## src/rtl/io_write_arbiter_pkg.sv

```systemverilog
// -----------------------------------------------------------------------------
// io_write_arbiter_pkg
// Shared definitions for the peripheral write arbiter:
//   - FSM state encoding used by io_write_arbiter
//   - requester index constants (bit positions in the request/win vectors)
//   - base address of the seven-segment digit register
//   - helper that sizes the write/gap cycle counter
// -----------------------------------------------------------------------------
package io_write_arbiter_pkg;

   typedef enum logic [1:0] {
      IDLE  = 2'd0,
      WRITE = 2'd1,
      GAP   = 2'd2
   } arb_state_t;

   // Requester 0 is the CPU store port, requester 1 the debug/self-test writer.
   localparam int REQ_CPU = 0;
   localparam int REQ_DBG = 1;

   // Seven-segment digit register; writes are passed through undecoded, the
   // constant is here so peripheral decode shares one definition.
   localparam logic [11:0] DIGIT_ADDR = 12'h000;

   // One counter serves both the WRITE and GAP phases, so it must hold the
   // larger of the two lengths. Never narrower than one bit.
   function automatic int cnt_width(input int wr_cycles, input int gap_cycles);
      int longest;
      longest = (wr_cycles > gap_cycles) ? wr_cycles : gap_cycles;
      if (longest < 1) begin
         return 1;
      end
      return $clog2(longest + 1);
   endfunction

endpackage

```

## src/rtl/io_write_arbiter_rr_pick2.sv

```systemverilog
// -----------------------------------------------------------------------------
// rr_pick2
// Purely combinational two-way round-robin picker.
// Ports:
//   req   [1:0]  request vector (bit i = requester i)
//   ptr          index of the requester that wins when both request
//   win   [1:0]  one-hot winner (all zero when no request)
//   valid        at least one request present
// -----------------------------------------------------------------------------
module rr_pick2 (
   input  logic [1:0] req,
   input  logic       ptr,
   output logic [1:0] win,
   output logic       valid
);

   always_comb begin
      valid = |req;
      // A lone request wins outright; the pointer only breaks ties.
      win   = req;
      if (req == 2'b11) begin
         win = ptr ? 2'b10 : 2'b01;
      end
   end

endmodule

```

## src/rtl/io_write_arbiter.sv

```systemverilog
// -----------------------------------------------------------------------------
// io_write_arbiter
// Round-robin arbiter sharing the single peripheral write bus between the CPU
// store port (m0) and the debug/self-test writer (m1). Each accepted request
// becomes one registered write pulse of WR_CYCLES cycles on the bus, followed
// by GAP_CYCLES forced idle cycles before the next arbitration.
//
// Parameters:
//   ADDR_W      peripheral address width
//   DATA_W      write data width
//   WR_CYCLES   cycles bus_wen is held per write (>=1)
//   GAP_CYCLES  idle cycles after each write (>=0)
//
// Ports:
//   clk, rst               clock; asynchronous active-high reset
//   m0_req/addr/wdata      requester 0 (CPU) level request and payload
//   m0_gnt                 one-cycle pulse: requester 0 write accepted
//   m1_req/addr/wdata      requester 1 (debug) level request and payload
//   m1_gnt                 one-cycle pulse: requester 1 write accepted
//   bus_wen/addr/wdata     shared peripheral write bus (qualify on bus_wen)
//   busy                   high whenever the arbiter is not idle
// -----------------------------------------------------------------------------
module io_write_arbiter #(
   parameter int ADDR_W     = 12,
   parameter int DATA_W     = 32,
   parameter int WR_CYCLES  = 1,
   parameter int GAP_CYCLES = 0
) (
   input  logic              clk,
   input  logic              rst,
   input  logic              m0_req,
   input  logic [ADDR_W-1:0] m0_addr,
   input  logic [DATA_W-1:0] m0_wdata,
   output logic              m0_gnt,
   input  logic              m1_req,
   input  logic [ADDR_W-1:0] m1_addr,
   input  logic [DATA_W-1:0] m1_wdata,
   output logic              m1_gnt,
   output logic              bus_wen,
   output logic [ADDR_W-1:0] bus_addr,
   output logic [DATA_W-1:0] bus_wdata,
   output logic              busy
);

   import io_write_arbiter_pkg::*;

   localparam int CNT_W = cnt_width(WR_CYCLES, GAP_CYCLES);

   // Terminal counts of the two timed phases. The GAP value is unused when
   // GAP_CYCLES is 0 (the FSM never enters GAP), so clamp it to stay in range.
   localparam logic [CNT_W-1:0] WR_LAST  = CNT_W'(WR_CYCLES - 1);
   localparam logic [CNT_W-1:0] GAP_LAST = CNT_W'((GAP_CYCLES > 0) ? GAP_CYCLES - 1 : 0);

   arb_state_t        state_reg;
   logic [CNT_W-1:0]  cnt_reg;
   logic              ptr_reg;

   logic [1:0]        req_vec;
   logic [1:0]        win;
   logic              win_valid;
   logic [ADDR_W-1:0] win_addr;
   logic [DATA_W-1:0] win_wdata;

   assign req_vec[REQ_CPU] = m0_req;
   assign req_vec[REQ_DBG] = m1_req;

   rr_pick2 u_pick (
      .req   (req_vec),
      .ptr   (ptr_reg),
      .win   (win),
      .valid (win_valid)
   );

   // Winner payload; only consumed in IDLE when win_valid is set.
   assign win_addr  = win[REQ_DBG] ? m1_addr  : m0_addr;
   assign win_wdata = win[REQ_DBG] ? m1_wdata : m0_wdata;

   always_ff @(posedge clk or posedge rst) begin
      if (rst) begin
         state_reg <= IDLE;
         cnt_reg   <= '0;
         ptr_reg   <= 1'b0;
         m0_gnt    <= 1'b0;
         m1_gnt    <= 1'b0;
         bus_wen   <= 1'b0;
         bus_addr  <= '0;
         bus_wdata <= '0;
         busy      <= 1'b0;
      end else begin
         // Grants are single-cycle pulses raised only on the IDLE->WRITE step.
         m0_gnt <= 1'b0;
         m1_gnt <= 1'b0;

         case (state_reg)
            IDLE: begin
               if (win_valid) begin
                  state_reg <= WRITE;
                  cnt_reg   <= '0;
                  m0_gnt    <= win[REQ_CPU];
                  m1_gnt    <= win[REQ_DBG];
                  bus_wen   <= 1'b1;
                  bus_addr  <= win_addr;
                  bus_wdata <= win_wdata;
                  busy      <= 1'b1;
                  // Hand priority to the loser: if the CPU won, point at debug.
                  ptr_reg   <= win[REQ_CPU];
               end
            end

            WRITE: begin
               if (cnt_reg == WR_LAST) begin
                  bus_wen <= 1'b0;
                  cnt_reg <= '0;
                  if (GAP_CYCLES > 0) begin
                     state_reg <= GAP;
                  end else begin
                     state_reg <= IDLE;
                     busy      <= 1'b0;
                  end
               end else begin
                  cnt_reg <= cnt_reg + 1'b1;
               end
            end

            GAP: begin
               if (cnt_reg == GAP_LAST) begin
                  state_reg <= IDLE;
                  cnt_reg   <= '0;
                  busy      <= 1'b0;
               end else begin
                  cnt_reg <= cnt_reg + 1'b1;
               end
            end

            default: begin
               state_reg <= IDLE;
               cnt_reg   <= '0;
               bus_wen   <= 1'b0;
               busy      <= 1'b0;
            end
         endcase
      end
   end

endmodule

```

## config.mk

```make
export PLATFORM = sky130hd
export DESIGN_NAME = io_write_arbiter
export DESIGN_NICKNAME = d
export VERILOG_FILES = /design/src/rtl/io_write_arbiter_pkg.sv /design/src/rtl/io_write_arbiter_rr_pick2.sv /design/src/rtl/io_write_arbiter.sv
export SDC_FILE = /design/constraint.sdc
export NUM_CORES = 1
export LEC_CHECK = 0
export ABC_AREA = 1
export CAP_MARGIN = 15
export CORE_AREA = 2 2 115 72
export CTS_CLUSTER_SIZE = 28
export DETAILED_ROUTE_END_ITERATION = 8
export DIE_AREA = 0 0 117 74
export PLACE_DENSITY = 0.76
export SLEW_MARGIN = 0
export SYNTH_ARGS = -nofsm -noshare
export SYNTH_HDL_FRONTEND = slang
export SYNTH_SLANG_ARGS = --single-unit
```

## constraint.sdc

```tcl
create_clock -name clk -period 1.2 [get_ports clk]
set_input_delay 0.12 -clock clk [delete_from_list [all_inputs] [get_ports clk]]
set_output_delay 0.12 -clock clk [all_outputs]
set_load 0.05 [all_outputs]
```

==> impl_metrics.sql, run 1 <==
INSERT INTO impl_metrics (metric_group, metric, value, unit) VALUES
('status', 'outcome', 'finished, final reports clean', ''),
('sta', 'final-hold-violation-count', '0', ''),
('worst_setup_path', 'required', '1.36', 'ns'),
('global_route', 'grt_util_met1', '24.3', '%'),
('sta', 'grt_setup_unrepaired', 'yes', ''),
('clocking', 'cts-root-to-sink-buffers', '2', ''),
('finish', 'num-nets-final', '620', ''),
('flow_run', 'maxCapViolations', '0', ''),
('global_route', 'grt_util_all_layers', '19.1', '%'),
('synthesis', 'yosys_register_bits', '48', ''),
('worst_setup_path', 'timing_worst_setup_path_type', 'flip-flop to flip-flop', ''),
('placement', 'portBuffers', '139', ''),
('detailed_routing', 'avgRoutedWirePerCell', '12.7', 'µm'),
('clocking', 'tritoncts.num_buffers', '5', ''),
('placement', 'placed_cells', '629', ''),
('synthesis', 'synth-xor-area-share', '0', '%'),
('global_route', 'grt_first_pass_wirelength', '13.0', 'mm'),
('clocking', 'worst_skew_pair.late_latency', '0.28', 'ns'),
('sta', 'skew', '0.00757', 'ns'),
('sta', 'worst_pin_slew', '0.260', 'ns'),
('floorplan', 'io-pin-count', '140', ''),
('sta', 'setup_violations', '0', ''),
('power_and_ir_drop', 'ir_worst_vdd', '1.07', 'mV'),
('clocking', 'cts_hold_buffers', '0', ''),
('sta', 'setup_total_negative_slack', '0', 'ns'),
('worst_setup_path', 'path_delay_family', 'simple AND/OR/NAND/NOR gates', ''),
('synthesis', 'synth_area_per_inst', '6.87', 'µm²'),
('global_route', 'global_route.usage.met3', '7.09', '%'),
('global_route', 'globalRouteMet2Util', '32.2', '%'),
('finish', 'antenna-diode-count', '0', ''),
('floorplan', 'design.core.area', '0.00766', 'mm²'),
('synthesis', 'synth_instances', '391', ''),
('finish', 'reg.largest.list', 'bus_wdata: 32 flops, bus_addr: 12 flops', ''),
('finish', 'regMostFlops', 'bus_wdata', ''),
('clocking', 'clkSlewWorstSetupHoldPaths', '0.07', 'ns'),
('finish', 'largest_register_ff_count', '32', ''),
('worst_setup_path', 'end_kind', 'flip-flop', ''),
('floorplan', 'fp.dieW', '117', 'µm'),
('floorplan', 'design.die.area', '0.00866', 'mm²'),
('sta', 'fmax', '0.847', 'GHz'),
('worst_setup_path', 'path_buf_inv', '2', ''),
('clocking', 'cts_root_buffer_type', 'sky130_fd_sc_hd__clkbuf_16', ''),
('detailed_routing', 'routed-via-count', '2875', ''),
('global_route', 'grt_remaining_overflow', '0', ''),
('detailed_routing', 'routed_via_density', '4.51', ''),
('synthesis', 'synth_top_family_by_area', 'simple AND/OR/NAND/NOR gates', ''),
('finish', 'drive_gt1_share', '15.3', '%'),
('worst_setup_path', 'reg2regPathDepth', '7', ''),
('synthesis', 'synth_fa_ha_area_share', '0', '%'),
('min_path', 'timing.hold.worst.class', 'primary input to asynchronous set/reset pin', ''),
('power_and_ir_drop', 'power.static_leakage', '2.62', 'nW'),
('clocking', 'cts.sinks', '48', ''),
('synthesis', 'synth_simple_gate_area_share', '36.9', '%'),
('synthesis', 'synth.cell_area', '0.00269', 'mm²'),
('global_route', 'grt.busiest_layer', 'met2', ''),
('clocking', 'clock_h_tree_levels', '2', ''),
('finish', 'stdcell_count', '637', ''),
('worst_setup_path', 'critical_path_peak_fanout', '20', ''),
('detailed_routing', 'finalWirelength', '8.11', 'mm'),
('placement', 'dp_hpwl', '6.31', 'mm'),
('clocking', 'cts_post_setup_buffers_inserted', '0', ''),
('worst_setup_path', 'cp.arrival', '1.34', 'ns'),
('worst_setup_path', 'critical_path.slowest_cell', 'sky130_fd_sc_hd__dfrtp_1', ''),
('global_route', 'vias_in_the_first_global_route', '2810', ''),
('synthesis', 'synth_compound_gate_area_share', '0.373', '%'),
('sta', 'slew_headroom', '82.7', '%'),
('clocking', 'cts_tree', 'built', ''),
('synthesis', 'yosys_warnings', '0', ''),
('finish', 'mostFrequentLayoutCells', 'sky130_fd_sc_hd__nand2_1 (133), sky130_fd_sc_hd__clkdlybuf4s50_1 (90), sky130_fd_sc_hd__inv_1 (89)', ''),
('synthesis', 'post_syn_nets', '483', ''),
('sta', 'fin_crit_sh', '98.4', '%');
## synth_stat cells (all sizes together)
cell / number / area, µm²
nand3: 88 / 440
nand2: 135 / 517
buf: 22 / 135
nor2: 4 / 33.8
inv: 92 / 348
dfrtp: 48 / 1200
o21ai: 2 / 10.0
## logic make-up after synthesis
logic type | Yosys count
AO/OA/AOI/OAI | 2
flip-flops | 48
AND/OR/NAND/NOR | 227
buffers and inverters | 114
## per-stage QoR
step	hold slack [ns]	util, %	instance area [µm²]	power [mW]
floorplan	0.150	-	2690	4.10
global placement	0.467	61.4	4700	6.23
detailed placement	0.482	61.4	4700	6.30
CTS	0.279	63.5	4860	7.72
global route	0.291	63.9	4890	8.03
finish	0.287	63.9	4890	7.67
## worst reg2reg max path, cell delays in order, from the launching register on
cell	delay (ns)
sky130_fd_sc_hd__dfrtp_1	0.39
sky130_fd_sc_hd__inv_2	0.08
sky130_fd_sc_hd__nand2_4	0.08
sky130_fd_sc_hd__nand2_4	0.11
sky130_fd_sc_hd__buf_12	0.16
sky130_fd_sc_hd__nand2_1	0.11
sky130_fd_sc_hd__nand3_2	0.08
sky130_fd_sc_hd__nand2_1	0.05
## report_power, final
| part | internal, mW | switching (mW) | total, mW |
|---|---|---|---|
| registers | 1.96 | 0.397 | 2.36 |
| logic | 1.88 | 2.04 | 3.93 |
| clock network | 0.821 | 0.563 | 1.38 |
| total | 4.66 | 3.00 | 7.67 |
## cell type report
cell class / instances / area [µm²]
fillers: 648 / 2770
inverters: 92 / 357
flip-flops and latches: 48 / 1200
clock buffers: 6 / 139
clock inverters: 2 / 10.0
repair buffers: 152 / 2030
well taps: 108 / 135
multi-input cells: 229 / 1020
## worst paths after layout
kind	startpoint	to	slack (ns)
max in group asynchronous	rst	bus_wdata[19]	0.64
max	ptr_reg	bus_wdata[31]	0.02
min in group clk	m1_req	bus_wdata[5]	0.41
min reg2reg	ptr_reg	ptr_reg	0.52
min	rst	bus_addr[10]	0.29
max reg2reg	ptr_reg	bus_wdata[31]	0.02
## layer usage
layer / part of all wire [%] / vias up
met4: 0.57 / 0
li1: - / 1427
met1: 43 / 1302
met3: 11 / 6
met5: 0 / -
met2: 46 / 140
## what timing repair did
action                     4_1_cts  5_1_grt
setup endpoints to repair       35       40
cloned                           0        0
resized for setup                3        8
pin swaps                        0        0
Power figures use the tool's default switching activity.
==> run 2: changes to the inputs <==
- CORE_AREA: 2 2 115 72 -> 2 2 113 71
- DIE_AREA: 0 0 117 74 -> 0 0 115 73
- PLACE_DENSITY: 0.76 -> 0.75
- clock period: 1.2 -> 1.4 ns (I/O delays scaled with it)
==> run 2 against run 1 <==
  * Combinational power down 31%
  * Die area shrank 3.0%
  * Wire length shrank 5.9%
  * Global-route usage down 0.18 points
  * Largest cell class unchanged
==> impl_metrics.sql, run 2 (synthesis results as in run 1) <==
INSERT INTO impl_metrics (metric_group, metric, value, unit) VALUES
('global_route', 'grt_first_pass_wirelength', '12.5', 'mm'),
('flow_run', 'maxCapViolations', '0', ''),
('placement', 'gp_congestion', '0.858', ''),
('detailed_routing', 'iteration_0_drc_count_of_the_detailed_router', '145', ''),
('sta', 'slew_headroom', '78.8', '%'),
('finish', 'regMostFlops', 'bus_wdata', ''),
('finish', 'mostFrequentLayoutCells', 'sky130_fd_sc_hd__nand2_1 (133), sky130_fd_sc_hd__inv_1 (90), sky130_fd_sc_hd__clkdlybuf4s50_1 (90)', ''),
('clocking', 'cts_root_buffer_type', 'sky130_fd_sc_hd__clkbuf_16', ''),
('sta', 'finalMaxSlewViolations', '0', ''),
('floorplan', 'design.core.area', '0.00751', 'mm²'),
('floorplan', 'io-pin-count', '140', ''),
('detailed_routing', 'drcViolationCount', '0', ''),
('sta', 'final-hold-violation-count', '0', ''),
('min_path', 'timing.hold.worst.class', 'primary input to asynchronous set/reset pin', ''),
('detailed_routing', 'routed-via-count', '2740', ''),
('floorplan', 'design.die.area', '0.00840', 'mm²'),
('sta', 'fin_crit_sh', '85.3', '%'),
('clocking', 'worst_skew_pair.late_latency', '0.28', 'ns'),
('placement', 'placed_cells', '613', ''),
('worst_setup_path', 'required', '1.26', 'ns'),
('clocking', 'clkSlewWorstSetupHoldPaths', '0.06', 'ns'),
('detailed_routing', 'routed_via_density', '4.41', ''),
('floorplan', 'fp.dieH', '73', 'µm'),
('power_and_ir_drop', 'power.static_leakage', '2.45', 'nW'),
('finish', 'largest_register_ff_count', '32', ''),
('finish', 'final_common_cell', 'sky130_fd_sc_hd__nand2_1', ''),
('status', 'outcome', 'finished, final reports clean', ''),
('finish', 'num-nets-final', '618', ''),
('clocking', 'cts_tree', 'built', ''),
('sta', 'grt_setup_unrepaired', 'no', ''),
('floorplan', 'rows', '25', ''),
('detailed_routing', 'drt.antenna.violating_nets', '0', ''),
('sta', 'setup_violations', '0', ''),
('global_route', 'grt_max_degree', '49', ''),
('sta', 'fmax', '0.837', 'GHz'),
('finish', 'antenna-diode-count', '0', ''),
('sta', 'final_layout_worst_hold_slack', '0.206', 'ns'),
('clocking', 'cts-root-to-sink-buffers', '2', ''),
('worst_setup_path', 'setup.worst_path.start_class', 'flip-flop', ''),
('detailed_routing', 'met2_wl', '3.34', 'mm'),
('clocking', 'postCtsResizedCells', '0', ''),
('detailed_routing', 'detailed_route_wire_length_on_metal_1', '3.45', 'mm'),
('floorplan', 'fp.dieW', '115', 'µm'),
('power_and_ir_drop', 'ir_worst_vdd', '0.747', 'mV'),
('clocking', 'cts_post_setup_buffers_inserted', '0', ''),
('detailed_routing', 'route.top_layer_used', 'met4', ''),
('finish', 'fillers', '684', ''),
('clocking', 'cts.sinks', '48', ''),
('detailed_routing', 'finalWirelength', '7.63', 'mm'),
('worst_setup_path', 'timing_worst_setup_path_type', 'flip-flop to output port', ''),
('global_route', 'grt_util_all_layers', '18.9', '%'),
('detailed_routing', 'met3_length', '776', 'µm'),
('detailed_routing', 'firstDrtPassIters', '4', ''),
('sta', 'setup_total_negative_slack', '0', 'ns'),
('placement', 'dp_hpwl', '5.69', 'mm'),
('placement', 'portBuffers', '139', ''),
('finish', 'reg.largest.list', 'bus_wdata: 32 flops, bus_addr: 12 flops', ''),
('sta', 'skew', '0.00361', 'ns'),
('worst_setup_path', 'cp.arrival', '1.05', 'ns'),
('global_route', 'grt_remaining_overflow', '0', ''),
('floorplan', 'initial_utilization', '35.8', '%'),
('power_and_ir_drop', 'power_density', '1370', 'mW/mm²'),
('clocking', 'cts_hold_buffers', '0', ''),
('global_route', 'vias_in_the_first_global_route', '2686', ''),
('finish', 'final_util', '58.4', '%'),
('finish', 'stdcell_area', '0.00438', 'mm²'),
('global_route', 'initial_antenna_violation_count', '0', ''),
('detailed_routing', 'avgRoutedWirePerCell', '12.3', 'µm'),
('worst_setup_path', 'end_kind', 'output port', ''),
('clocking', 'tritoncts.num_buffers', '5', ''),
('finish', 'area.growth.synth_to_final', '63.2', '%'),
('finish', 'stdcell_count', '621', ''),
('clocking', 'clock_h_tree_levels', '2', ''),
('worst_setup_path', 'critical_path_peak_fanout', '5', ''),
('placement', 'detailed_place.area', '0.00420', 'mm²'),
('sta', 'worst_pin_slew', '0.318', 'ns'),
('sta', 'period_needed', '1.19', 'ns'),
('finish', 'drive_gt1_share', '14.0', '%');
==> run 2: changes by cell type in the layout (fill, tap and decap cells not counted), sizes merged <==
cell      delta
inv          +1
clkinv       -1
buf          -2
clkinvlp     -1
bufinv       +1
==> run 2: worst paths after layout <==
path	from	end	slack, ns	cells past startpoint
setup reg to reg	ptr_reg	bus_addr[3]	0.28	7
hold reg to reg	bus_wdata[14]	bus_wdata[14]	0.48	2
hold / removal	rst	bus_wdata[25]	0.21	3
setup / recovery	bus_wen	bus_wen	0.21	2
max in group asynchronous	rst	bus_wdata[30]	0.96	3
min in group clk	m1_req	m0_gnt	0.32	4
==> run 2: worst max-delay path, cell delays in order, from the launching register on <==
cell                      delay (ns)
sky130_fd_sc_hd__dfrtp_1        0.44
sky130_fd_sc_hd__buf_4          0.19
sky130_fd_sc_hd__buf_12         0.14
==> run 2: power breakdown <==
group	leakage (nW)	total (mW)	internal (mW)	switching, mW
logic	1.79	2.72	1.01	1.72
clock network	0.0871	1.39	0.894	0.500
registers	0.580	1.89	1.68	0.208
total	2.45	6.00	3.58	2.42
==> run 2: cell type report <==
type | instances | area (µm²) | area share, %
multi-input cells | 229 | 1000 | 22.8
clock inverters | 2 | 38.8 | 0.885
inverters | 92 | 348 | 7.94
flip-flops and latches | 48 | 1200 | 27.4
well taps | 94 | 118 | 2.68
clock buffers | 6 | 139 | 3.17
repair buffers | 150 | 1540 | 35.1
==> run 2: through the flow <==
step,worst slack (ns),power (mW)
floorplan,0.0799,3.51
global placement,0.0527,4.62
detailed placement,0.00914,4.66
CTS,0.191,6.07
global route,0.163,6.34
finish,0.205,6.00
==> run 2: per-layer routing <==
metal	vias up	GRT usage (%)
met5	-	0
met4	0	4.55
met3	9	5.65
met2	122	30.1
met1	1186	25.7
li1	1423	-
